==> src/rtl/dsp_fe_lut_pkg.sv <==
// ============================================================================
// Package : dsp_fe_lut_pkg
// Purpose : Shared types and constants for the DSP-FE ADC-calibration LUT and
//           its table loader (state encoding, default widths, table width).
// Macro   : DSP_FE_LUT_LDR_CSUM_EN enables the CHECK state in the loader.
// Revision: 1.0 - initial release
// ============================================================================
`default_nettype none

package dsp_fe_lut_pkg;

  localparam int LUT_INPUT_WIDTH  = 6;
  localparam int LUT_OUTPUT_WIDTH = 6;
  localparam int LUT_TABLE_WIDTH  = (2 ** LUT_INPUT_WIDTH) * LUT_OUTPUT_WIDTH;

  // CHECK is only entered when the checksum feature is compiled in.
  typedef enum logic [1:0] {
    ST_IDLE  = 2'd0,
    ST_FILL  = 2'd1,
    ST_CHECK = 2'd2,
    ST_LOAD  = 2'd3
  } lut_ldr_state_e;

  // Flat table width for a given address/entry width.
  function automatic int lut_table_width(input int iw, input int ow);
    return (2 ** iw) * ow;
  endfunction

endpackage

`default_nettype wire

==> src/rtl/dsp_fe_lut_table_loader_if.sv <==
// ============================================================================
// Interface : dsp_fe_lut_table_loader_if
// Purpose   : Control and entry-stream bundle between the calibration/scan
//             controller (master) and the LUT table loader (slave).
// Signals   : i_start, i_abort  - transfer control
//             i_wr_vld/o_wr_rdy - entry handshake, i_wr_dat entry data
//             i_csum            - expected checksum (DSP_FE_LUT_LDR_CSUM_EN)
// Revision  : 1.0 - initial release
// ============================================================================
`default_nettype none

interface dsp_fe_lut_table_loader_if
  import dsp_fe_lut_pkg::*;
#(
  parameter int OUTPUT_WIDTH = LUT_OUTPUT_WIDTH,
  parameter int CSUM_WIDTH   = 8
) ();

  logic                    i_start;
  logic                    i_abort;
  logic                    i_wr_vld;
  logic                    o_wr_rdy;
  logic [OUTPUT_WIDTH-1:0] i_wr_dat;
  logic [CSUM_WIDTH-1:0]   i_csum;

  modport master (
    output i_start,
    output i_abort,
    output i_wr_vld,
    output i_wr_dat,
    output i_csum,
    input  o_wr_rdy
  );

  modport slave (
    input  i_start,
    input  i_abort,
    input  i_wr_vld,
    input  i_wr_dat,
    input  i_csum,
    output o_wr_rdy
  );

endinterface

`default_nettype wire

==> src/rtl/dsp_fe_lut_ldr_csum.sv <==
// ============================================================================
// Module  : dsp_fe_lut_ldr_csum
// Purpose : Running checksum of zero-extended table entries, modulo
//           2**CSUM_WIDTH, with a compare against an expected value.
// Ports   : i_clk, i_rst_n (async active-low)
//           i_clr      - restart the sum at zero
//           i_acc_en   - add i_dat to the sum
//           i_dat      - entry value
//           i_csum_exp - expected checksum
//           o_match    - running sum equals i_csum_exp
// Note    : only instantiated when DSP_FE_LUT_LDR_CSUM_EN is defined.
// Revision: 1.0 - initial release
// ============================================================================
`default_nettype none

module dsp_fe_lut_ldr_csum #(
  parameter int DATA_WIDTH = 6,
  parameter int CSUM_WIDTH = 8
) (
  input  logic                  i_clk,
  input  logic                  i_rst_n,
  input  logic                  i_clr,
  input  logic                  i_acc_en,
  input  logic [DATA_WIDTH-1:0] i_dat,
  input  logic [CSUM_WIDTH-1:0] i_csum_exp,
  output logic                  o_match
);

  logic [CSUM_WIDTH-1:0] r_sum;
  logic [CSUM_WIDTH-1:0] w_dat_ext;

  // Bits above CSUM_WIDTH cannot affect a modulo-2**CSUM_WIDTH sum.
  if (DATA_WIDTH >= CSUM_WIDTH) begin : g_trunc
    assign w_dat_ext = i_dat[CSUM_WIDTH-1:0];
  end else begin : g_zext
    assign w_dat_ext = {{(CSUM_WIDTH-DATA_WIDTH){1'b0}}, i_dat};
  end

  always_ff @(posedge i_clk or negedge i_rst_n) begin
    if (!i_rst_n) begin
      r_sum <= '0;
    end else if (i_clr) begin
      r_sum <= '0;
    end else if (i_acc_en) begin
      r_sum <= r_sum + w_dat_ext;
    end
  end

  assign o_match = (r_sum == i_csum_exp);

endmodule

`default_nettype wire

==> src/rtl/dsp_fe_lut_table_loader.sv <==
// ============================================================================
// Module  : dsp_fe_lut_table_loader
// Purpose : Collects a 2**INPUT_WIDTH x OUTPUT_WIDTH calibration table from a
//           valid/ready entry stream into a shadow register, then strobes
//           o_cfg_mode_load for LOAD_CYCLES cycles so the LUT lanes latch it.
// Ports   : i_clk, i_rst_n    - clock, async active-low reset
//           wr_if (slave)     - start/abort, entry stream, expected checksum
//           o_cfg_mode_load   - load strobe to the LUTs
//           o_cfg_table       - flat table, entry 0 in the MSBs
//           o_busy            - not IDLE
//           o_done            - one-cycle pulse after a completed load
//           o_err             - sticky checksum mismatch
//           o_entry_cnt       - entries accepted in current/last transfer
// Macro   : DSP_FE_LUT_LDR_CSUM_EN adds a CHECK state comparing the running
//           entry sum with i_csum; without it o_err is tied low.
// Revision: 1.0 - initial release
// ============================================================================
`default_nettype none

module dsp_fe_lut_table_loader
  import dsp_fe_lut_pkg::*;
#(
  parameter int INPUT_WIDTH  = LUT_INPUT_WIDTH,
  parameter int OUTPUT_WIDTH = LUT_OUTPUT_WIDTH,
  parameter int LOAD_CYCLES  = 2,
  parameter int CSUM_WIDTH   = 8
) (
  input  logic                   i_clk,
  input  logic                   i_rst_n,
  dsp_fe_lut_table_loader_if.slave wr_if,
  output logic                   o_cfg_mode_load,
  output logic [lut_table_width(INPUT_WIDTH, OUTPUT_WIDTH)-1:0] o_cfg_table,
  output logic                   o_busy,
  output logic                   o_done,
  output logic                   o_err,
  output logic [INPUT_WIDTH:0]   o_entry_cnt
);

  localparam int c_DEPTH = 2 ** INPUT_WIDTH;
  localparam int c_TW    = lut_table_width(INPUT_WIDTH, OUTPUT_WIDTH);
  localparam int c_LCW   = $clog2(LOAD_CYCLES + 1);

  localparam logic [INPUT_WIDTH-1:0] c_LAST_IDX  = {INPUT_WIDTH{1'b1}};
  localparam logic [c_LCW-1:0]       c_LOAD_LAST = c_LCW'(LOAD_CYCLES - 1);

  lut_ldr_state_e          r_state;
  lut_ldr_state_e          w_state_nxt;
  logic [OUTPUT_WIDTH-1:0] r_shadow [c_DEPTH];
  logic [INPUT_WIDTH:0]    r_cnt;
  logic [c_LCW-1:0]        r_load_cnt;
  logic                    r_done;
  logic                    w_done_nxt;
  logic                    w_fill;
  logic                    w_wr_fire;
  logic                    w_last_entry;
  logic                    w_load_last;
  logic                    w_start_ok;

  assign w_fill       = (r_state == ST_FILL);
  // Abort wins over a same-cycle write: the beat is dropped, not stored.
  assign w_wr_fire    = w_fill && wr_if.i_wr_vld && !wr_if.i_abort;
  assign w_last_entry = w_wr_fire && (r_cnt[INPUT_WIDTH-1:0] == c_LAST_IDX);
  assign w_load_last  = (r_state == ST_LOAD) && (r_load_cnt == c_LOAD_LAST);
  assign w_start_ok   = (r_state == ST_IDLE) && wr_if.i_start;

`ifdef DSP_FE_LUT_LDR_CSUM_EN
  logic w_csum_match;
  logic w_err_set;
  logic r_err;

  dsp_fe_lut_ldr_csum #(
    .DATA_WIDTH (OUTPUT_WIDTH),
    .CSUM_WIDTH (CSUM_WIDTH)
  ) u_csum (
    .i_clk      (i_clk),
    .i_rst_n    (i_rst_n),
    .i_clr      (w_start_ok),
    .i_acc_en   (w_wr_fire),
    .i_dat      (wr_if.i_wr_dat),
    .i_csum_exp (wr_if.i_csum),
    .o_match    (w_csum_match)
  );

  always_ff @(posedge i_clk or negedge i_rst_n) begin
    if (!i_rst_n) begin
      r_err <= 1'b0;
    end else if (w_start_ok) begin
      r_err <= 1'b0;
    end else if (w_err_set) begin
      r_err <= 1'b1;
    end
  end

  assign o_err = r_err;
`else
  logic [CSUM_WIDTH-1:0] w_unused_csum;
  assign w_unused_csum = wr_if.i_csum;
  assign o_err         = 1'b0;
`endif

  // Next-state and strobe decode.
  always_comb begin
    w_state_nxt = r_state;
    w_done_nxt  = 1'b0;
`ifdef DSP_FE_LUT_LDR_CSUM_EN
    w_err_set   = 1'b0;
`endif
    case (r_state)
      ST_IDLE: begin
        if (wr_if.i_start) w_state_nxt = ST_FILL;
      end
      ST_FILL: begin
        if (wr_if.i_abort) begin
          w_state_nxt = ST_IDLE;
        end else if (w_last_entry) begin
`ifdef DSP_FE_LUT_LDR_CSUM_EN
          w_state_nxt = ST_CHECK;
`else
          w_state_nxt = ST_LOAD;
`endif
        end
      end
      ST_CHECK: begin
`ifdef DSP_FE_LUT_LDR_CSUM_EN
        if (w_csum_match) begin
          w_state_nxt = ST_LOAD;
        end else begin
          w_state_nxt = ST_IDLE;
          w_err_set   = 1'b1;
        end
`else
        w_state_nxt = ST_IDLE;
`endif
      end
      ST_LOAD: begin
        if (w_load_last) begin
          w_state_nxt = ST_IDLE;
          w_done_nxt  = 1'b1;
        end
      end
      default: w_state_nxt = ST_IDLE;
    endcase
  end

  always_ff @(posedge i_clk or negedge i_rst_n) begin
    if (!i_rst_n) begin
      r_state    <= ST_IDLE;
      r_cnt      <= '0;
      r_load_cnt <= '0;
      r_done     <= 1'b0;
    end else begin
      r_state <= w_state_nxt;
      r_done  <= w_done_nxt;
      if (w_start_ok) begin
        r_cnt <= '0;
      end else if (w_wr_fire) begin
        r_cnt <= r_cnt + (INPUT_WIDTH+1)'(1);
      end
      if (r_state == ST_LOAD) begin
        r_load_cnt <= r_load_cnt + c_LCW'(1);
      end else begin
        r_load_cnt <= '0;
      end
    end
  end

  // Shadow keeps partial contents after an abort; only reset clears it.
  always_ff @(posedge i_clk or negedge i_rst_n) begin
    if (!i_rst_n) begin
      for (int k = 0; k < c_DEPTH; k++) r_shadow[k] <= '0;
    end else if (w_wr_fire) begin
      r_shadow[r_cnt[INPUT_WIDTH-1:0]] <= wr_if.i_wr_dat;
    end
  end

  // Entry 0 in the MSBs to match the LUT's left-to-right unpack.
  for (genvar k = 0; k < c_DEPTH; k++) begin : g_pack
    assign o_cfg_table[c_TW-1-k*OUTPUT_WIDTH -: OUTPUT_WIDTH] = r_shadow[k];
  end

  assign wr_if.o_wr_rdy  = w_fill;
  assign o_cfg_mode_load = (r_state == ST_LOAD);
  assign o_busy          = (r_state != ST_IDLE);
  assign o_done          = r_done;
  assign o_entry_cnt     = r_cnt;

endmodule

`default_nettype wire

==> src/flat_wrapper.sv <==
// flat-port wrapper written by rule: the top's interface ports become plain ports
module dsp_fe_lut_table_loader_flat import dsp_fe_lut_pkg::*;
#(
  parameter int INPUT_WIDTH  = LUT_INPUT_WIDTH,
  parameter int OUTPUT_WIDTH = LUT_OUTPUT_WIDTH,
  parameter int LOAD_CYCLES  = 2,
  parameter int CSUM_WIDTH   = 8
)
  (i_clk, i_rst_n, o_cfg_mode_load, o_cfg_table, o_busy, o_done, o_err, o_entry_cnt, wr_if_i_start, wr_if_i_abort, wr_if_i_wr_vld, wr_if_i_wr_dat, wr_if_i_csum, wr_if_o_wr_rdy);
  dsp_fe_lut_table_loader_if #(.OUTPUT_WIDTH(OUTPUT_WIDTH), .CSUM_WIDTH(CSUM_WIDTH)) wr_if_i ();
  input  logic i_clk;
  input  logic i_rst_n;
  output logic o_cfg_mode_load;
  output logic [lut_table_width(INPUT_WIDTH, OUTPUT_WIDTH)-1:0] o_cfg_table;
  output logic o_busy;
  output logic o_done;
  output logic o_err;
  output logic [INPUT_WIDTH:0] o_entry_cnt;
  input wire logic [$bits(wr_if_i.i_start)-1:0] wr_if_i_start;
  input wire logic [$bits(wr_if_i.i_abort)-1:0] wr_if_i_abort;
  input wire logic [$bits(wr_if_i.i_wr_vld)-1:0] wr_if_i_wr_vld;
  input wire logic [$bits(wr_if_i.i_wr_dat)-1:0] wr_if_i_wr_dat;
  input wire logic [$bits(wr_if_i.i_csum)-1:0] wr_if_i_csum;
  output wire logic [$bits(wr_if_i.o_wr_rdy)-1:0] wr_if_o_wr_rdy;
  assign wr_if_i.i_start = wr_if_i_start;
  assign wr_if_i.i_abort = wr_if_i_abort;
  assign wr_if_i.i_wr_vld = wr_if_i_wr_vld;
  assign wr_if_i.i_wr_dat = wr_if_i_wr_dat;
  assign wr_if_i.i_csum = wr_if_i_csum;
  assign wr_if_o_wr_rdy = wr_if_i.o_wr_rdy;
  dsp_fe_lut_table_loader #(.INPUT_WIDTH(INPUT_WIDTH), .OUTPUT_WIDTH(OUTPUT_WIDTH), .LOAD_CYCLES(LOAD_CYCLES), .CSUM_WIDTH(CSUM_WIDTH)) u_core (.i_clk(i_clk), .i_rst_n(i_rst_n), .wr_if(wr_if_i), .o_cfg_mode_load(o_cfg_mode_load), .o_cfg_table(o_cfg_table), .o_busy(o_busy), .o_done(o_done), .o_err(o_err), .o_entry_cnt(o_entry_cnt));
endmodule
==> config.mk <==
export PLATFORM = sky130hd
export DESIGN_NAME = dsp_fe_lut_table_loader_flat
export DESIGN_NICKNAME = d
export VERILOG_FILES = /design/src/rtl/dsp_fe_lut_pkg.sv /design/src/rtl/dsp_fe_lut_table_loader_if.sv /design/src/rtl/dsp_fe_lut_ldr_csum.sv /design/src/rtl/dsp_fe_lut_table_loader.sv /design/src/flat_wrapper.sv
export SDC_FILE = /design/constraint.sdc
export NUM_CORES = 1
export LEC_CHECK = 0
export BUFFER_PORTS_ARGS = -buffer_cell sky130_fd_sc_hd__clkbuf_2
export CAP_MARGIN = 10
export CORE_MARGIN = 2
export CORE_UTILIZATION = 25
export DETAILED_ROUTE_END_ITERATION = 8
export PLACE_DENSITY = 0.5
export SLEW_MARGIN = 25
export SYNTH_ARGS = -nofsm -noshare
export SYNTH_HDL_FRONTEND = slang
export SYNTH_SLANG_ARGS = --single-unit
export TNS_END_PERCENT = 50
==> constraint.sdc <==
create_clock -name i_clk -period 2.4 [get_ports i_clk]
set_clock_uncertainty 0.05 [all_clocks]
set_input_delay 0.12 -clock i_clk [delete_from_list [all_inputs] [get_ports i_clk]]
set_output_delay 0.12 -clock i_clk [all_outputs]
set_load 0.05 [all_outputs]
==> impl_metrics.toml <==
[global_routing]
grt_use_total_pct = 14.53
grt_pass1_wl_um = 70270
grt_max_degree = 66
antenna_found_initial = 1
grt-ovfl-total = 0
grt_pass1_vias = 10406

[power_and_ir_drop]
power.share.clock_pct = 46.4
power_leakage_nw = 11.16
internal_power_w = 0.01155
ir_worst_vdd_uv = 533.4
combPwrFrac_pct = 9.1
power_density_nw_per_um2 = 750.5
swShare_pct = 25.76
p_sw_w = 0.004009
seqPwrFrac_pct = 44.5

[sta]
setup_viol = 0
fmax_mhz = 444.2
slew_headroom_pct = 40.61
rsz0062_at_grt = "false"
finalHoldViolCount = 0
fin_ws_ns = 0.1487
period_share_pct = 93.80
slew_viol_final = 0
min_period_ns = 2.251
tightest_slew_ns = 0.8909
tns_ns = 0

[die]
core_um2 = 61940
die_x_um = 254.9
die_area_um2 = 64980
initial_utilization_pct = 25.41
die_h_um = 254.9
fp-row-count = 91
io_pins = 415

[synth]
synth_simple_gate_area_share_pct = 6.836
ys_ff_latch = 396
syn_inst = 981
synthesis.nets = 1002
async_reset_ff_share_pct = 100.0
syn_area_per_cell_um2 = 16.04
synth-edff-count = 0
netlist-cell-type-count = 40
synth_xor_area_share_pct = 0.05564
synth_top_family_by_area = "multiplexers"
synth_warnings = 0
synth_mux_area_share_pct = 27.60
ys_seq_area_share_pct = 62.96
synth_ff_type = "dfrtp_1"
synth-adder-area-share_pct = 0.1590
synth_compound_area_share_pct = 0.3498
netlist_area_um2 = 15740

[critical_path]
cp_max_fo = 11
cpPeakStageDelay_ns = 0.50
r2r_slack_ns = 0.15
critPathBufInv = 1
cp-end-kind = "register"
worstPathArrival_ns = 2.64
critPathTopFamily = "simple AND/OR/NAND/NOR gates"
critPathRequiredTime_ns = 2.79
r2r_cells = 4
r2r_end = "u_core.o_cfg_table[274]"
crit_chain = "buf_4 -> nor3b_1 -> nand3_1 -> mux2_2"
cp-start-kind = "register"
crit_type = "register to register"
reg2reg_from = "u_core.o_entry_cnt[3]"
crit_slowest_cell = "nor3b_1"

[worst_hold_path]
hold_path_class = "input pin to async pin"

[final_layout]
regArea_um2 = 9911
final_cell_mix = "clkbuf_2 (400), dfrtp_1 (395), mux2_2 (384)"
drive_gt1_share_pct = 65.98
n_antenna_cell = 0
multi_input_area_um2 = 5554
final_common_cell = "clkbuf_2"
area_delta_synth_final_pct = 31.72
fin_nets = 1443
nFillCells = 6235

[placement]
place.gp.congestion = 0.7187
dp_slack_ns = 0.03308
io_buffers = 405
dp_hpwl_um = 32920

[cts]
cts.path.max_buffers = 3
cts_setup_buffers = 0
clk_pin_slew_ns = 0.06
cts_inserted_buffers = 47
cts_tree = "yes"
clock_latency_ns = 0.55
clkSinkCount = 396
root_buffer = "clkbuf_16"
htreeDepth = 2

[drt]
drt_iter0_drc = 310
ant_nets = 0
vias_per_cell = 4.313
first_pass_iters = 4
dr_total_vias = 9885
drc_errors = 0
drt_wl_total_um = 47970
wl_per_cell_um = 20.93

[run]
cap_violations = 0

[run_status]
status = "complete, no violations"
-- metal layers --
| layer | wire [um] | track usage, % |
|---|---|---|
| met4 | 1024 | 4.160 |
| met2 | 22920 | 23.73 |
| met1 | 20070 | 18.26 |
| met3 | 3958 | 4.943 |
| met5 | 7 | 0 |
-- kinds of logic after synthesis --
kind of cell	Yosys count
muxes	386
other	1
AOI/OAI and AO/OA	9
xor gates and xnor gates	1
and+or+nand+nor	114
DFF	396
buffers and inverters	72
adders and majority gates	2
-- worst register-to-register path, cell delays in order, from the launching register on --
cell	delay [ns]
dfrtp_1	0.49
buf_4	0.24
nor3b_1	0.50
nand3_1	0.45
mux2_2	0.41
-- cells in the mapped netlist, types with 5 or more instances --
cell type / instances / area, um^2
inv_1: 5 / 18.77
buf_2: 13 / 65.06
mux2_2: 384 / 4324
buf_1: 8 / 30.03
nor3_4: 20 / 325.3
clkbuf_1: 39 / 146.4
nor2_1: 5 / 18.77
nand4_1: 8 / 50.05
nand3_1: 26 / 130.1
nand2_1: 9 / 33.78
dfrtp_1: 396 / 9910
nor4_4: 10 / 212.7
-- layout make-up --
class	count	area share, %
clock inverters	17	0.9957
multi-input cells	513	26.79
flip-flops and latches	396	47.80
well taps	837	5.051
clock buffers	65	6.590
inverters	5	0.09052
repair buffers	459	12.68
-- repair_timing --
action	in CTS	in global routing
setup endpoints to repair	0	25
gates resized for setup	0	2
hold buffers	5	0
endpoints found under the hold margin	387	0
-- metrics by stage --
step | util, % | hold slack (ns) | cells | total power (W) | instance area [um^2]
2_1_floorplan | - | -0.2256 | 981 | 0.007888 | 15740
3_3_place_gp | 30.84 | 0.07604 | 2205 | 0.008473 | 19100
3_5_place_dp | 30.84 | 0.07857 | 2205 | 0.008488 | 19100
4_1_cts | 33.46 | 0.05753 | 2292 | 0.01585 | 20720
5_1_grt | 33.47 | 0.08573 | 2292 | 0.01621 | 20730
6_report | 33.47 | 0.07316 | 2292 | 0.01556 | 20730
-- sequential cells by signal, indices dropped and copies added, names as in the netlist --
register / flops
u_core.r_load_cnt: 2
u_core.o_entry_cnt: 7
u_core.o_done: 1
u_core.o_cfg_table: 384
u_core.r_state: 2
-- worst max-delay path by stage --
stage	startpoint	to	depth (start not counted)
2_1_floorplan	u_core.o_entry_cnt[5]	u_core.o_cfg_table[186]	4
3_3_place_gp	u_core.o_entry_cnt[5]	u_core.o_cfg_table[168]	5
3_5_place_dp	u_core.o_entry_cnt[5]	u_core.o_cfg_table[169]	5
4_1_cts	u_core.o_entry_cnt[5]	u_core.o_cfg_table[169]	5
5_1_grt	u_core.o_entry_cnt[5]	u_core.o_cfg_table[44]	5
6_report	u_core.o_entry_cnt[3]	u_core.o_cfg_table[274]	4
-- power by group through the flow --
| stage | registers [W] | clock network, W | logic, W |
|---|---|---|---|
| after floorplan | 0.00751 | 0 | 0.000374 |
| after global placement | 0.00703 | 0 | 0.00144 |
| after detailed placement | 0.00704 | 0 | 0.00145 |
| after CTS | 0.00692 | 0.00747 | 0.00146 |
| after global routing | 0.00694 | 0.00775 | 0.00152 |
| final | 0.00692 | 0.00722 | 0.00142 |
No activity file was read; power rests on OpenSTA's default activity.
